## src/rtl/shift_ex_stage.sv

```systemverilog
// shift_ex_stage: two-entry EX pipeline (operand stage A, result stage B) around a 16-bit SLL/SRA/ROR shifter
// Ports: clk/rst (async active-high), flush (sync squash of A and B)
//        id_valid/id_ready with id_op, id_rs_reg, id_rs_data, id_imm, id_rd (shift op from ID)
//        exmem_*/memwb_* forwarding sources (used only when SHIFT_EX_FWD_EN is defined)
//        ex_valid/ex_ready with ex_result, ex_rd toward MEM; flag_z is 1 when the last produced result was zero
// Config: define SHIFT_EX_FWD_EN to forward EX/MEM then MEM/WB results onto the source operand (R0 never forwarded)
module shift_ex_stage #(
  parameter int DATA_W  = 16,
  parameter int REG_W   = 4,
  parameter int SHAMT_W = 4
) (
  input  logic               clk,
  input  logic               rst,
  input  logic               flush,
  input  logic               id_valid,
  output logic               id_ready,
  input  logic [1:0]         id_op,
  input  logic [REG_W-1:0]   id_rs_reg,
  input  logic [DATA_W-1:0]  id_rs_data,
  input  logic [SHAMT_W-1:0] id_imm,
  input  logic [REG_W-1:0]   id_rd_reg,
  input  logic               exmem_wr_en,
  input  logic [REG_W-1:0]   exmem_rd,
  input  logic [DATA_W-1:0]  exmem_data,
  input  logic               memwb_wr_en,
  input  logic [REG_W-1:0]   memwb_rd,
  input  logic [DATA_W-1:0]  memwb_data,
  output logic               ex_valid,
  input  logic               ex_ready,
  output logic [DATA_W-1:0]  ex_result,
  output logic [REG_W-1:0]   ex_rd,
  output logic               flag_z
);
  logic               r_a_valid;
  logic [1:0]         r_a_op;
  logic [DATA_W-1:0]  r_a_opnd;
  logic [SHAMT_W-1:0] r_a_imm;
  logic [REG_W-1:0]   r_a_rd;
  logic               r_b_valid;
  logic [DATA_W-1:0]  r_result;
  logic [REG_W-1:0]   r_rd;
  logic               r_z;
  logic               w_adv_b;
  logic               w_take;
  logic [DATA_W-1:0]  w_opnd;
  logic [DATA_W-1:0]  w_sll;
  logic [DATA_W-1:0]  w_sra;
  logic [DATA_W-1:0]  w_ror;
  logic [DATA_W-1:0]  w_shift;
`ifdef SHIFT_EX_FWD_EN
  // EX/MEM is younger than MEM/WB, so it wins when both target the same register
  assign w_opnd = (exmem_wr_en && exmem_rd == id_rs_reg && id_rs_reg != '0) ? exmem_data :
                  (memwb_wr_en && memwb_rd == id_rs_reg && id_rs_reg != '0) ? memwb_data :
                  id_rs_data;
`else
  logic w_unused;
  assign w_unused = ^{exmem_wr_en, exmem_rd, exmem_data, memwb_wr_en, memwb_rd, memwb_data, id_rs_reg};
  assign w_opnd   = id_rs_data;
`endif
  assign w_adv_b   = r_a_valid && (!r_b_valid || ex_ready);
  assign id_ready  = !r_a_valid || w_adv_b;
  assign w_take    = id_valid && id_ready;
  assign w_sll     = r_a_opnd << r_a_imm;
  assign w_sra     = $signed(r_a_opnd) >>> r_a_imm;
  // rotate by shifting a doubled copy and keeping the low half
  assign w_ror     = DATA_W'({r_a_opnd, r_a_opnd} >> r_a_imm);
  assign w_shift   = r_a_op[1] ? w_ror : r_a_op[0] ? w_sra : w_sll;
  assign ex_valid  = r_b_valid;
  assign ex_result = r_result;
  assign ex_rd     = r_rd;
  assign flag_z    = r_z;
  always_ff @(posedge clk or posedge rst) begin
    if (rst) begin
      r_a_valid <= 1'b0;
      r_a_op    <= '0;
      r_a_opnd  <= '0;
      r_a_imm   <= '0;
      r_a_rd    <= '0;
    end else if (flush) begin
      r_a_valid <= 1'b0;
    end else if (w_take) begin
      r_a_valid <= 1'b1;
      r_a_op    <= id_op;
      r_a_opnd  <= w_opnd;
      r_a_imm   <= id_imm;
      r_a_rd    <= id_rd_reg;
    end else if (w_adv_b) begin
      r_a_valid <= 1'b0;
    end
  end
  // flag_z is only touched when a new result lands in B, so flush leaves it intact
  always_ff @(posedge clk or posedge rst) begin
    if (rst) begin
      r_b_valid <= 1'b0;
      r_result  <= '0;
      r_rd      <= '0;
      r_z       <= 1'b0;
    end else if (flush) begin
      r_b_valid <= 1'b0;
    end else if (w_adv_b) begin
      r_b_valid <= 1'b1;
      r_result  <= w_shift;
      r_rd      <= r_a_rd;
      r_z       <= (w_shift == '0);
    end else if (ex_ready) begin
      r_b_valid <= 1'b0;
    end
  end
endmodule
```

## config.mk

```make
export PLATFORM = sky130hd
export DESIGN_NAME = shift_ex_stage
export DESIGN_NICKNAME = d
export VERILOG_FILES = /design/src/rtl/shift_ex_stage.sv
export SDC_FILE = /design/constraint.sdc
export NUM_CORES = 1
export LEC_CHECK = 0
export BUFFER_PORTS_ARGS = -buffer_cell sky130_fd_sc_hd__buf_2
export CORE_ASPECT_RATIO = 2
export CORE_MARGIN = 3
export CORE_UTILIZATION = 50
export DETAILED_ROUTE_END_ITERATION = 6
export PLACE_DENSITY = 0.87
export SLEW_MARGIN = 30
export SYNTH_ARGS = -nofsm -noshare
export SYNTH_HDL_FRONTEND = slang
export SYNTH_SLANG_ARGS = --single-unit
export TNS_END_PERCENT = 50
```

## constraint.sdc

```tcl
create_clock -name clk -period 3.7 [get_ports clk]
set_input_delay 0.185 -clock clk [delete_from_list [all_inputs] [get_ports clk]]
set_output_delay 0.185 -clock clk [all_outputs]
set_load 0.02 [all_outputs]
```

==> metrics <==
Starting Density=0.520; Post-Syn Area=0.00401 sq mm; most frequent cells in the layout=buf_2 (53), mux2_2 (49), dfrtp_1 (48); via-per-instance ratio=6.65; Multi-input gate area=0.00259 sq mm; root buffer cell=clkbuf_16; DR pass1 iterations=5; CTS tree=built; Worst R2R Path Depth=7; #FFs+latches synth=49; area share of the largest cell type after synthesis=0.306; initial antenna violation count=0; highest clock rate=approximately 330 MHz; FFs w/ async S/R, synth=1.00; Port Buf Inserts=53; largest net degree at the start of global routing=50; leak pwr=1.87 nW; Max-slew headroom=0.446; Setup CP Type=reg -> reg; post-CTS setup buffers=0; most common cell after layout, fill and taps aside=buf_2; Cell Count, Final, Fillers Out=538; peak per-stage delay on the critical path=0.68 ns; average wire per standard cell=roughly 22 um; Antenna Violating Nets Remaining=0; DRC viols=0; Setup crit start kind=register; Hold Fails Final Rpt=0; Routed WL=between 10000 and 15000 um; Num CTS Buffers=5; max-slew violation count=0; ANT cells=0; worst-path maximum fanout=19; RD Place Congestion=about 1; Power per Cell Area=between 500 and 600 mW/mm^2; Chip Height=between 100 and 150 um; Crit path depth=7; slowest CP cell=dfrtp_2; Tot Pwr=2.59 mW; min cycle time layout=around 3 ns; nets@finish=between 500 and 600; Total Neg Setup Slack=0 ns; GRT Residual Overflow=0; unrepaired setup endpoints after global routing=false; Worst EP required=3.93 ns; htree depth=2; I/O Pins=100; CORE AREA=between 0.007 and 0.008 sq mm; hpwl dp=9300 um; register area=about 0.0012 sq mm; Die Span X=69.3 um; Max VDD drop=275 uV; share of cells above drive strength 1=0.345; CP top delay family=compound AO/OA/AOI/OAI gates; DR iter-0 viols=229; Tcrit/Tclk final=0.819; CTS resizes=0; Synth Flop Type=dfrtp_1; post-synth top area cell=dfrtp_1; max-cap violations=0; hold crit path type=in -> async; Post-synth EDFFs=0; clk_skew=~0.0055 ns; Synth Net Count=~480; post-synth cell types=62; reg2reg start=r_a_imm[0]$_DFFE_PP0P_; worst-skew pair later-pin latency=between 0.2 and 0.3 ns; DR vias=3579; Critical Path AT=about 3.3 ns; Buffers & Inverters on Critical Path=0; Tot GR Track Use=0.262; clk buf depth=2; placed cells=530; Post-CTS Hold Fix Bufs=0; die area=0.00919 sq mm; Worst Tran Pin Value=0.831 ns; fillers=680; critical register-to-register path endpoint=flag_z$_DFFE_PP0P_; first-pass GRT wire length=19300 um; run status=complete, no violations; register area share after synthesis=0.306; CTS sink cnt=49; Ys Warns=0; Rows=45; Syn-to-layout area delta=12.0%; Final Setup Violations=0; synthesized area per cell=9.85 sq um; vias in the first global route=3640; Mapped Cells=407; worst path cell trace=mux4_2 > nand2_1 > o211ai_1 > a311oi_1 > nand4b_1 > nor4b_1 > a32o_1; clk slew on worst S/H paths=0.07 ns; top cells by area, synth=dfrtp_1 (31%), mux2_2 (14%), mux4_2 (10%); crit end category=register; R2R setup slack=0.67 ns
==> final cells by class <==
cell class                 instances  area share
sequential                        49       0.273
inverter                           6     0.00530
multi-input combinational        316       0.577
clock inverter                     3     0.00585
tap                               94      0.0262
timing repair buffer              65      0.0847
clock buffer                       5      0.0279
==> report_power, final <==
part | internal [mW] | switching (mW) | total, mW
clock network | 0.255 | 0.214 | 0.470
registers | 0.667 | 0.151 | 0.818
logic | 0.561 | 0.739 | 1.30
==> sequential cells by signal (all words and copies together) (netlist names) <==
signal,cells
r_a_imm,4
r_a_opnd,16
flag_z,1
r_a_rd,4
ex_valid,1
r_a_op,2
ex_rd,4
r_a_valid,1
ex_result,16
==> cell usage after synthesis, types with 4 or more instances <==
cell and number:
nor2_1 35, nand2_1 27, mux2_2 49, o211ai_1 9, mux4_2 18, a31oi_1 4, buf_2 10, o22ai_1 4
clkbuf_1 21, nand2b_1 10, nor3_1 12, nand3_1 7, dfrtp_1 49, a211oi_1 5, nor2b_1 6, a21oi_1 14
mux2i_1 37, o21ai_0 12, a311oi_1 4
==> per-stage QoR <==
step | setup WS [ns] | utilization | area, sq um | hold slack (ns)
global route | 0.431 | 0.582 | 4490 | 0.0988
global placement | 0.753 | 0.562 | 4340 | 0.396
floorplan | 1.20 | - | 4010 | 0.251
finish | 0.671 | 0.582 | 4490 | 0.0281
detailed placement | 0.706 | 0.562 | 4340 | 0.418
CTS | 0.683 | 0.582 | 4490 | 0.113
==> worst max path at each step <==
stage / from / endpoint / slack [ns]
final: r_a_imm[0]$_DFFE_PP0P_ / flag_z$_DFFE_PP0P_ / 0.67
after global routing: r_a_imm[2]$_DFFE_PP0P_ / flag_z$_DFFE_PP0P_ / 0.43
after CTS: r_a_imm[0]$_DFFE_PP0P_ / flag_z$_DFFE_PP0P_ / 0.68
after detailed placement: r_a_imm[0]$_DFFE_PP0P_ / flag_z$_DFFE_PP0P_ / 0.71
after global placement: r_a_imm[0]$_DFFE_PP0P_ / flag_z$_DFFE_PP0P_ / 0.75
after floorplan: r_a_imm[0]$_DFFE_PP0P_ / flag_z$_DFFE_PP0P_ / 1.20
==> logic make-up (layout without fill, tap and decap cells) <==
logic type	after synthesis	count (layout)	synth area share
compound gates	88	88	0.156
buf+inv	42	79	0.0493
flops	49	49	0.306
mux	105	105	0.335
simple gates	123	123	0.154
==> metal layers <==
layer,up-vias,share of wire,GRT usage
met3,63,0.057,0.0494
met5,-,0,0
met2,183,0.52,0.460
met1,1707,0.33,0.266
li1,1626,-,-
met4,0,0.089,0.204
Power figures use the tool's default switching activity.
